`src/rtl/dpll_pkg.sv`:
```
// Clause encoding shared by the DPLL datapath: a clause is a CLAUSE_W-bit literal-alive mask,
// where a set bit means that literal is not yet falsified.
package dpll_pkg;

  localparam int CLAUSE_W     = 3;
  localparam int MAX_SLOTS    = 64;
  localparam int CLAUSE_TBL_W = CLAUSE_W * MAX_SLOTS;

  // Callers zero-extend their packed table to CLAUSE_TBL_W so one helper serves every table size.
  function automatic logic [CLAUSE_W-1:0] clause_slice(input logic [CLAUSE_TBL_W-1:0] tbl,
                                                       input int unsigned idx);
    return CLAUSE_W'(tbl >> (CLAUSE_W * idx));
  endfunction

  function automatic logic clause_dead(input logic [CLAUSE_W-1:0] lits);
    return ~|lits;
  endfunction

endpackage

```
`src/rtl/sat_prio_enc.sv`:
```
// Lowest-index priority encoder with a found flag. It is purely combinational and has no
// handshake; index 0 has the highest priority and idx is 0 when nothing is requested.
module sat_prio_enc #(
  parameter int N     = 16,
  parameter int IDX_W = $clog2(N)
) (
  input  logic [N-1:0]     req,
  output logic [IDX_W-1:0] idx,
  output logic             found
);

  // Scan downward so the last hit written is the lowest set index.
  always_comb begin
    idx   = '0;
    found = 1'b0;
    for (int i = N - 1; i >= 0; i--) begin
      if (req[i]) begin
        idx   = IDX_W'(i);
        found = 1'b1;
      end
    end
  end

endmodule

```
`src/rtl/sat_check.sv`:
```
// Clause-status evaluator that produces satisfied, conflict and the first conflicting clause.
// Outputs are registered with exactly one cycle of latency, and it updates every cycle with no backpressure.
module sat_check
  import dpll_pkg::*;
#(
  parameter  int MAX_CLAUSES = 16,
  localparam int IDX_W       = $clog2(MAX_CLAUSES)
) (
  input  logic                            clk,
  input  logic                            rst_n,
  input  logic [CLAUSE_W*MAX_CLAUSES-1:0] clauses,
  input  logic [MAX_CLAUSES-1:0]          clause_active,
  input  logic [MAX_CLAUSES-1:0]          clause_valid,
  output logic                            return_true,
  output logic                            return_false,
  output logic [IDX_W-1:0]                conflict_idx
);

  logic [CLAUSE_TBL_W-1:0] clause_tbl;
  logic [MAX_CLAUSES-1:0]  live;
  logic [MAX_CLAUSES-1:0]  empty;
  logic [IDX_W-1:0]        enc_idx;
  logic                    enc_found;

  assign clause_tbl = CLAUSE_TBL_W'(clauses);

  // An inactive clause is already satisfied, so a dead mask on it is not a conflict.
  for (genvar i = 0; i < MAX_CLAUSES; i++) begin : g_clause
    assign live[i]  = clause_valid[i] & clause_active[i];
    assign empty[i] = live[i] & clause_dead(clause_slice(clause_tbl, i));
  end

  sat_prio_enc #(
    .N     (MAX_CLAUSES),
    .IDX_W (IDX_W)
  ) u_prio_enc (
    .req   (empty),
    .idx   (enc_idx),
    .found (enc_found)
  );

  always_ff @(posedge clk or negedge rst_n) begin
    if (!rst_n) begin
      return_true  <= 1'b0;
      return_false <= 1'b0;
      conflict_idx <= '0;
    end else begin
      return_true  <= ~|live;
      return_false <= enc_found;
      conflict_idx <= enc_idx;
    end
  end

endmodule

```
`config.mk`:
```
export PLATFORM = sky130hd
export DESIGN_NAME = sat_check
export DESIGN_NICKNAME = d
export VERILOG_FILES = /design/src/rtl/dpll_pkg.sv /design/src/rtl/sat_prio_enc.sv /design/src/rtl/sat_check.sv
export SDC_FILE = /design/constraint.sdc
export NUM_CORES = 1
export LEC_CHECK = 0
export BUFFER_PORTS_ARGS = -buffer_cell sky130_fd_sc_hd__buf_4
export CAP_MARGIN = 10
export CELL_PAD_IN_SITES_DETAIL_PLACEMENT = 0
export CELL_PAD_IN_SITES_GLOBAL_PLACEMENT = 2
export CORE_MARGIN = 2
export CORE_UTILIZATION = 12
export CTS_CLUSTER_SIZE = 12
export DETAILED_ROUTE_END_ITERATION = 6
export PLACE_DENSITY_LB_ADDON = 0.1
export RECOVER_POWER = 100
export SETUP_SLACK_MARGIN = 0.02
export SYNTH_ARGS = -nofsm -noshare
export SYNTH_HDL_FRONTEND = slang
export SYNTH_SLANG_ARGS = --single-unit
```
`constraint.sdc`:
```
create_clock -name clk -period 0.8 [get_ports clk]
set_input_delay 0.08 -clock clk [delete_from_list [all_inputs] [get_ports clk]]
set_output_delay 0.08 -clock clk [all_outputs]
set_load 0.02 [all_outputs]
```
==> results of run 1 <==
-- layout by cell type, fill, tap and decap left out --
cell,count
sky130_fd_sc_hd__a211o_1,1
sky130_fd_sc_hd__and2_1,1
sky130_fd_sc_hd__or2_1,1
sky130_fd_sc_hd__a21oi_1,1
sky130_fd_sc_hd__buf_6,12
sky130_fd_sc_hd__nand3_1,2
sky130_fd_sc_hd__dlygate4sd3_1,1
sky130_fd_sc_hd__nor2_1,4
sky130_fd_sc_hd__buf_4,93
sky130_fd_sc_hd__inv_1,1
sky130_fd_sc_hd__nand4_1,5
sky130_fd_sc_hd__nand3b_1,1
sky130_fd_sc_hd__dfrtp_1,6
sky130_fd_sc_hd__nand2_2,3
sky130_fd_sc_hd__nor3_1,1
sky130_fd_sc_hd__a31oi_1,1
sky130_fd_sc_hd__o211ai_2,1
sky130_fd_sc_hd__nor2b_2,1
sky130_fd_sc_hd__clkbuf_1,1
sky130_fd_sc_hd__o22ai_2,1
sky130_fd_sc_hd__o211ai_1,2
sky130_fd_sc_hd__nor3_2,1
sky130_fd_sc_hd__clkbuf_8,3
sky130_fd_sc_hd__nor2b_4,1
sky130_fd_sc_hd__a21boi_1,1
sky130_fd_sc_hd__or4_4,5
sky130_fd_sc_hd__nand2_1,16
sky130_fd_sc_hd__nor4_1,7
sky130_fd_sc_hd__nand2b_1,1
sky130_fd_sc_hd__a211oi_2,1
sky130_fd_sc_hd__or2_4,1
sky130_fd_sc_hd__a21oi_2,2
sky130_fd_sc_hd__clkbuf_4,1
sky130_fd_sc_hd__nor4_4,4
sky130_fd_sc_hd__nor4_2,4
sky130_fd_sc_hd__or4_1,3
-- critical path, stage by stage --
cell	delay, ns
sky130_fd_sc_hd__buf_6	0.09
sky130_fd_sc_hd__or4_4	0.55
sky130_fd_sc_hd__a211oi_2	0.23
sky130_fd_sc_hd__a211o_1	0.12
sky130_fd_sc_hd__a21boi_1	0.06
-- kinds of logic (layout without fill, tap and decap cells) --
kind of cell	Yosys count	in the layout	synth area share (%)
buffers and inverters	1	112	0.5698
AOI/OAI and AO/OA	11	11	13.69
DFF	6	6	22.81
and+or+nand+nor	62	62	62.93
-- power by group through the flow --
stage	clock network (mW)	registers (mW)	logic, mW
final	0.432	0.347	0.667
after global routing	0.461	0.350	0.723
after CTS	0.445	0.348	0.674
after detailed placement	0	0.346	0.627
after global placement	0	0.345	0.619
after floorplan	0	0.385	0.136
-- cell type report --
| cell class | instances | share of cell area (%) |
|---|---|---|
| well taps | 70 | 5.151 |
| repair buffers | 108 | 50.26 |
| inverters | 1 | 0.2208 |
| clock buffers | 3 | 2.428 |
| flip-flops and latches | 6 | 8.830 |
| multi-input cells | 73 | 33.11 |
-- state kept, by name, summed over array words and instances (netlist names) --
signal	cells
return_false	1
return_true	1
conflict_idx	4
-- metrics by stage --
step	worst slack (ns)	cell area [um^2]	power, mW	cells	TNS [ns]
detailed placement	-0.5000	1562	0.9727	257	-2.594
global route	-0.2605	1700	1.535	261	-1.254
finish	-0.2356	1700	1.446	261	-0.9789
global placement	-0.4933	1562	0.9645	257	-2.585
floorplan	-0.2985	670.6	0.5211	80	-1.282
CTS	-0.2501	1692	1.467	261	-1.029
-- worst max path at each step --
| stage | startpoint | to | slack, ns | depth (start not counted) |
|---|---|---|---|---|
| 2_1_floorplan | clauses[26] | conflict_idx[1] | -0.30 | 4 |
| 3_3_place_gp | clause_valid[15] | return_false | -0.49 | 7 |
| 3_5_place_dp | clause_valid[15] | return_false | -0.50 | 7 |
| 4_1_cts | clauses[29] | conflict_idx[1] | -0.25 | 5 |
| 5_1_grt | clauses[29] | conflict_idx[2] | -0.26 | 5 |
| 6_report | clauses[25] | conflict_idx[1] | -0.24 | 5 |
-- timing repair --
action / CTS / global route
gates resized for setup: 18 / 2
hold endpoints to repair: 6 / 0
pin swaps: 10 / 5
setup endpoints to repair: 12 / 11
hold buffers: 1 / 0
-- per-layer routing --
| metal | track usage (%) | vias to the layer above | share of wire [%] |
|---|---|---|---|
| met1 | 10.87 | 430 | 41 |
| met4 | 2.632 | 0 | 0.72 |
| met2 | 16.64 | 44 | 51 |
| li1 | - | 545 | - |
| met3 | 2.529 | 4 | 7.6 |
| met5 | 0 | - | 0 |
==> flow_results.xml, run 1 <==
<?xml version="1.0" encoding="UTF-8"?>
<metrics>
  <group name="logic_synthesis">
    <metric name="ys_top_cells_by_count" unit="">sky130_fd_sc_hd__nand2_1 (19), sky130_fd_sc_hd__nor4_1 (10), sky130_fd_sc_hd__dfrtp_1 (6)</metric>
    <metric name="mapped_nets" unit="">162</metric>
    <metric name="dominant_synthesized_flop_cell" unit="">sky130_fd_sc_hd__dfrtp_1</metric>
    <metric name="area_fraction_of_the_dominant_cell_type_after_synthesis" unit="%">22.81</metric>
    <metric name="synth.distinct_cells" unit="">27</metric>
    <metric name="synthDominantAreaCellType" unit="">sky130_fd_sc_hd__dfrtp_1</metric>
    <metric name="synth_top_cells_by_area" unit="">sky130_fd_sc_hd__dfrtp_1 (23%), sky130_fd_sc_hd__nand2_1 (11%), sky130_fd_sc_hd__nor4_1 (9.5%), sky130_fd_sc_hd__or4_4 (8.6%), sky130_fd_sc_hd__nor4_4 (6.5%)</metric>
    <metric name="post-synth-top-count-cell" unit="">sky130_fd_sc_hd__nand2_1</metric>
    <metric name="synth_area" unit="um^2">658.1</metric>
    <metric name="synth-warning-count" unit="">0</metric>
    <metric name="yosys_register_bits" unit="">6</metric>
    <metric name="synth_area_per_cell" unit="um^2">8.227</metric>
    <metric name="postSynthCellCount" unit="">80</metric>
    <metric name="synth_sequential_area_ratio" unit="%">22.81</metric>
    <metric name="number_of_enable_type_register_cells_in_the_synthesized_netlist" unit="">0</metric>
    <metric name="synth-async-reset-ratio" unit="%">100.0</metric>
  </group>
  <group name="setup_path">
    <metric name="worst-endpoint-arrival" unit="ns">1.13</metric>
    <metric name="worst-setup-path-type" unit="">primary input to flop</metric>
    <metric name="cp-start-kind" unit="">primary input</metric>
    <metric name="crit_path_max_fanout" unit="">3</metric>
    <metric name="timing.critical_path.to_type" unit="">flop</metric>
    <metric name="timing.critical_path.required" unit="ns">0.89</metric>
  </group>
  <group name="sta">
    <metric name="maxSlewHeadroom" unit="%">75.20</metric>
    <metric name="final_max_slew_viol_count" unit="">0</metric>
    <metric name="period_share" unit="%">129.5</metric>
    <metric name="holdWs" unit="ns">0.2535</metric>
    <metric name="timing.final.ws_setup" unit="ns">-0.2356</metric>
    <metric name="fin_crit" unit="ns">1.036</metric>
    <metric name="timing.final.hold_violations" unit="">0</metric>
    <metric name="max_freq" unit="GHz">0.9656</metric>
    <metric name="tightestPinTransition" unit="ns">0.3686</metric>
    <metric name="rsz0062_at_grt" unit="">yes</metric>
    <metric name="number_of_failing_setup_endpoints_in_the_final_timing_report" unit="">5</metric>
  </group>
  <group name="drt">
    <metric name="drt_first_iter_violations" unit="">15</metric>
    <metric name="avgViaCountPerCell" unit="">3.920</metric>
    <metric name="post_route_ant_nets" unit="">0</metric>
    <metric name="drc" unit="">0</metric>
    <metric name="wl" unit="um">2767</metric>
    <metric name="detail_route.wl_per_cell" unit="um">10.60</metric>
    <metric name="drt-pass1-iter-count" unit="">4</metric>
    <metric name="via_count" unit="">1023</metric>
  </group>
  <group name="clock_network">
    <metric name="ctsRootBufferMaster" unit="">sky130_fd_sc_hd__clkbuf_8</metric>
    <metric name="clock_tree_from_tritoncts" unit="">yes</metric>
    <metric name="numCtsBuffers" unit="">3</metric>
    <metric name="clock_sinks" unit="">6</metric>
    <metric name="cts-htree-levels" unit="">1</metric>
    <metric name="path_clk_slew" unit="ns">0.03</metric>
    <metric name="cts_setup_buffers" unit="">0</metric>
    <metric name="cts_buffer_depth" unit="">2</metric>
  </group>
  <group name="power">
    <metric name="power.share.combinational" unit="%">46.1</metric>
    <metric name="cellInternalPower" unit="mW">1.087</metric>
    <metric name="p_seq_share" unit="%">24.0</metric>
    <metric name="power.share.clock" unit="%">29.9</metric>
    <metric name="ir_drop" unit="mV">0.4940</metric>
    <metric name="switching_share" unit="%">24.85</metric>
    <metric name="total_leakage_power" unit="nW">0.8168</metric>
    <metric name="powerDensity" unit="mW/mm^2">850.4</metric>
    <metric name="power.switching" unit="mW">0.3593</metric>
  </group>
  <group name="finish">
    <metric name="area_delta_synth_final" unit="%">158.4</metric>
    <metric name="n_diodes" unit="">0</metric>
    <metric name="fraction_of_layout_instances_using_a_drive_strength_above_1" unit="%">70.16</metric>
    <metric name="final_nets" unit="">275</metric>
    <metric name="utilization" unit="%">32.67</metric>
    <metric name="seqCellArea" unit="um^2">150.1</metric>
    <metric name="nFillCells" unit="">591</metric>
    <metric name="multi_input_area" unit="um^2">563.0</metric>
  </group>
  <group name="floorplanning">
    <metric name="dieWidth" unit="um">78.06</metric>
    <metric name="floorplan.io_pins" unit="">88</metric>
    <metric name="height_of_the_chip" unit="um">78.06</metric>
    <metric name="die_area" unit="mm^2">0.006093</metric>
    <metric name="placementRows" unit="">26</metric>
    <metric name="start_util" unit="%">12.64</metric>
    <metric name="coreArea" unit="mm^2">0.005205</metric>
  </group>
  <group name="job">
    <metric name="maxCapViolCount" unit="">0</metric>
  </group>
  <group name="grt">
    <metric name="initial_antenna_violation_count" unit="">0</metric>
    <metric name="grt_use_total" unit="%">9.309</metric>
    <metric name="grt_pass1_wl" unit="um">4623</metric>
    <metric name="via_count_of_the_first_global_routing_pass" unit="">1149</metric>
    <metric name="gr-total-overflow" unit="">0</metric>
    <metric name="largest_net_degree_at_the_start_of_global_routing" unit="">7</metric>
  </group>
  <group name="placement">
    <metric name="hpwl" unit="um">2678</metric>
    <metric name="gp_congestion" unit="">0.7437</metric>
    <metric name="port-buffer-count" unit="">87</metric>
  </group>
  <group name="run_status">
    <metric name="failed_checks" unit="">negative setup slack</metric>
    <metric name="outcome" unit="">complete, but fails checks</metric>
  </group>
  <group name="hold_path">
    <metric name="hold_path_class" unit="">primary input to async pin</metric>
  </group>
</metrics>
Note: power is estimated with default switching activity, not from simulation.
==> inputs of run 2 (changes only) <==
==> constraint.sdc (replaced) <==
create_clock -name clk -period 0.8 [get_ports clk]
set_input_delay 0.16 -clock clk [delete_from_list [all_inputs] [get_ports clk]]
set_output_delay 0.16 -clock clk [all_outputs]
set_load 0.02 [all_outputs]
==> run 2 against run 1 <==
- worst setup slack worse by 0.071 ns
- critical endpoint unchanged
- combinational power up 11%
- final area is 9.9% higher
- die area unchanged
- the run still ends with negative setup slack left
- count of clock-buffer cells in the layout is the same
- via count up 5.1%
- sequential power about the same
- fmax is 6.4% lower
- critical path depth did not move
- utilization is 3.2 points higher
- final cell count rose by 3.1%
- first-iteration DRC count shrank 13%
==> flow_results.xml, run 2 (same netlist as run 1, synthesis figures left out) <==
<?xml version="1.0" encoding="UTF-8"?>
<metrics>
  <group name="hold_path">
    <metric name="hold_path_class" unit="">primary input to flop</metric>
    <metric name="timing.hold.worst_endpoint" unit="">conflict_idx[1]</metric>
    <metric name="hold_path_depth" unit="">4</metric>
    <metric name="timing.hold.worst.start" unit="">clauses[10]</metric>
  </group>
  <group name="clock_network">
    <metric name="numCtsBuffers" unit="">3</metric>
    <metric name="clock_tree_from_tritoncts" unit="">yes</metric>
    <metric name="clock_sinks" unit="">6</metric>
    <metric name="path_clk_slew" unit="ns">0.03</metric>
    <metric name="cts_buffer_depth" unit="">2</metric>
    <metric name="cts-htree-levels" unit="">1</metric>
    <metric name="ctsRootBufferMaster" unit="">sky130_fd_sc_hd__clkbuf_8</metric>
  </group>
  <group name="setup_path">
    <metric name="worst_path_max_delay_cell" unit="">sky130_fd_sc_hd__or4_4</metric>
    <metric name="crit_path_max_fanout" unit="">3</metric>
    <metric name="worst-endpoint-arrival" unit="ns">1.21</metric>
    <metric name="timing.critical_path.required" unit="ns">0.90</metric>
    <metric name="cp_cell_sequence" unit="">buf_6, or4_4, a211oi_2, a211o_1, a21boi_1</metric>
    <metric name="cp.buffers_inverters" unit="">1</metric>
    <metric name="cp-start-kind" unit="">primary input</metric>
    <metric name="worst-setup-path-type" unit="">primary input to flop</metric>
    <metric name="cell_family_contributing_the_most_delay_on_the_critical_path" unit="">simple AND/OR/NAND/NOR gates</metric>
    <metric name="timing.critical_path.to_type" unit="">flop</metric>
    <metric name="max_stage_delay_on_crit_path" unit="ns">0.54</metric>
  </group>
  <group name="floorplanning">
    <metric name="die_area" unit="mm^2">0.006093</metric>
    <metric name="placementRows" unit="">26</metric>
    <metric name="dieWidth" unit="um">78.06</metric>
    <metric name="coreArea" unit="mm^2">0.005205</metric>
    <metric name="height_of_the_chip" unit="um">78.06</metric>
    <metric name="start_util" unit="%">12.64</metric>
    <metric name="floorplan.io_pins" unit="">88</metric>
  </group>
  <group name="job">
    <metric name="maxCapViolCount" unit="">0</metric>
  </group>
  <group name="power">
    <metric name="total_power" unit="mW">1.524</metric>
    <metric name="powerDensity" unit="mW/mm^2">815.7</metric>
    <metric name="total_leakage_power" unit="nW">0.9021</metric>
    <metric name="ir_drop" unit="mV">0.3869</metric>
  </group>
  <group name="drt">
    <metric name="wl" unit="um">2915</metric>
    <metric name="avgViaCountPerCell" unit="">3.996</metric>
    <metric name="drt-pass1-iter-count" unit="">3</metric>
    <metric name="drc" unit="">0</metric>
    <metric name="post_route_ant_nets" unit="">0</metric>
    <metric name="via_count" unit="">1075</metric>
    <metric name="detail_route.wl_per_cell" unit="um">10.84</metric>
    <metric name="drt_first_iter_violations" unit="">13</metric>
  </group>
  <group name="run_status">
    <metric name="outcome" unit="">complete, but fails checks</metric>
    <metric name="failed_checks" unit="">negative setup slack</metric>
  </group>
  <group name="finish">
    <metric name="biggestRegsByFlops" unit="">conflict_idx (4), return_false (1), return_true (1)</metric>
    <metric name="top_library_cells_by_usage_in_the_layout_fill_and_taps_aside" unit="">sky130_fd_sc_hd__buf_4 (94), sky130_fd_sc_hd__buf_6 (19), sky130_fd_sc_hd__nand2_1 (14)</metric>
    <metric name="fraction_of_layout_instances_using_a_drive_strength_above_1" unit="%">75.38</metric>
    <metric name="n_diodes" unit="">0</metric>
    <metric name="layout.cells.non_filler" unit="">269</metric>
    <metric name="postLayoutCellArea" unit="mm^2">0.001868</metric>
    <metric name="max_flop_register" unit="">conflict_idx</metric>
    <metric name="utilization" unit="%">35.89</metric>
    <metric name="area_delta_synth_final" unit="%">183.8</metric>
    <metric name="final_nets" unit="">283</metric>
    <metric name="mostFrequentLayoutCell" unit="">sky130_fd_sc_hd__buf_4</metric>
    <metric name="largest_register_ffs" unit="">4</metric>
  </group>
  <group name="placement">
    <metric name="gp_congestion" unit="">0.7198</metric>
    <metric name="placed_cell_area" unit="mm^2">0.001634</metric>
    <metric name="hpwl" unit="um">2720</metric>
    <metric name="port-buffer-count" unit="">87</metric>
    <metric name="place.detailed.instances" unit="">265</metric>
  </group>
  <group name="sta">
    <metric name="timing.final.hold_violations" unit="">0</metric>
    <metric name="number_of_failing_setup_endpoints_in_the_final_timing_report" unit="">12</metric>
    <metric name="final_max_slew_viol_count" unit="">0</metric>
    <metric name="rsz0062_at_grt" unit="">yes</metric>
    <metric name="max_freq" unit="GHz">0.9036</metric>
    <metric name="maxSlewHeadroom" unit="%">68.77</metric>
    <metric name="tightestPinTransition" unit="ns">0.4642</metric>
    <metric name="period_share" unit="%">138.3</metric>
    <metric name="fin_crit" unit="ns">1.107</metric>
    <metric name="timing.final.ws_setup" unit="ns">-0.3067</metric>
  </group>
  <group name="grt">
    <metric name="largest_net_degree_at_the_start_of_global_routing" unit="">7</metric>
    <metric name="gr-total-overflow" unit="">0</metric>
    <metric name="via_count_of_the_first_global_routing_pass" unit="">1151</metric>
    <metric name="initial_antenna_violation_count" unit="">0</metric>
    <metric name="grt_pass1_wl" unit="um">4698</metric>
    <metric name="grt_use_total" unit="%">9.427</metric>
  </group>
</metrics>
==> run 2: changes by cell type in the layout (fill, tap and decap cells not counted), sizes merged <==
| cell | before | now |
|---|---|---|
| buf | 105 | 114 |
| clkbuf | 5 | 4 |
==> run 2: layer usage <==
layer	global-route usage [%]	share of wire (%)	vias to the layer above
li1	-	-	557
met1	11.42	40	473
met2	16.81	52	41
met3	1.609	6.6	4
met4	3.158	1.4	0
met5	0	0	-
==> run 2: cell type report <==
| class | count | area [um^2] |
|---|---|---|
| Inverter | 1 | 3.754 |
| Tap cell | 70 | 87.58 |
| Multi-Input combinational cell | 73 | 636.9 |
| Sequential cell | 6 | 150.1 |
| Timing Repair Buffer | 116 | 948.4 |
| Clock buffer | 3 | 41.29 |
| Fill cell | 564 | 3337 |
==> run 2: how the worst max path moves through the flow <==
stage	endpoint	slack [ns]	startpoint	cells past startpoint
floorplan	conflict_idx[1]	-0.38	clauses[26]	4
finish	conflict_idx[1]	-0.31	clauses[25]	5
detailed placement	return_false	-0.59	clause_valid[15]	7
CTS	conflict_idx[1]	-0.32	clauses[29]	5
global placement	return_false	-0.62	clause_valid[15]	7
global route	conflict_idx[1]	-0.36	clauses[25]	5
==> run 2: per-stage QoR <==
step / hold WS, ns / worst slack [ns] / setup TNS [ns]
after floorplan: -0.1356 / -0.3785 / -1.682
after global placement: -0.03201 / -0.6218 / -3.091
after detailed placement: -0.03136 / -0.5893 / -3.084
after CTS: 0.2952 / -0.3247 / -1.903
after global routing: 0.3527 / -0.3645 / -2.207
final: 0.3160 / -0.3067 / -1.761
==> run 2: repair_timing <==
| action | 4_1_cts | 5_1_grt |
|---|---|---|
| resized for setup | 15 | 26 |
| pin swaps | 6 | 18 |
| endpoints found under the setup margin | 12 | 12 |
| hold endpoints to repair | 6 | 0 |
| setup buffers | 0 | 3 |
| gates cloned | 0 | 0 |
| hold buffers | 1 | 0 |
==> run 2: power by group <==
group	switching, mW	internal (mW)
logic	0.265	0.476
registers	0.0121	0.335
clock network	0.114	0.322
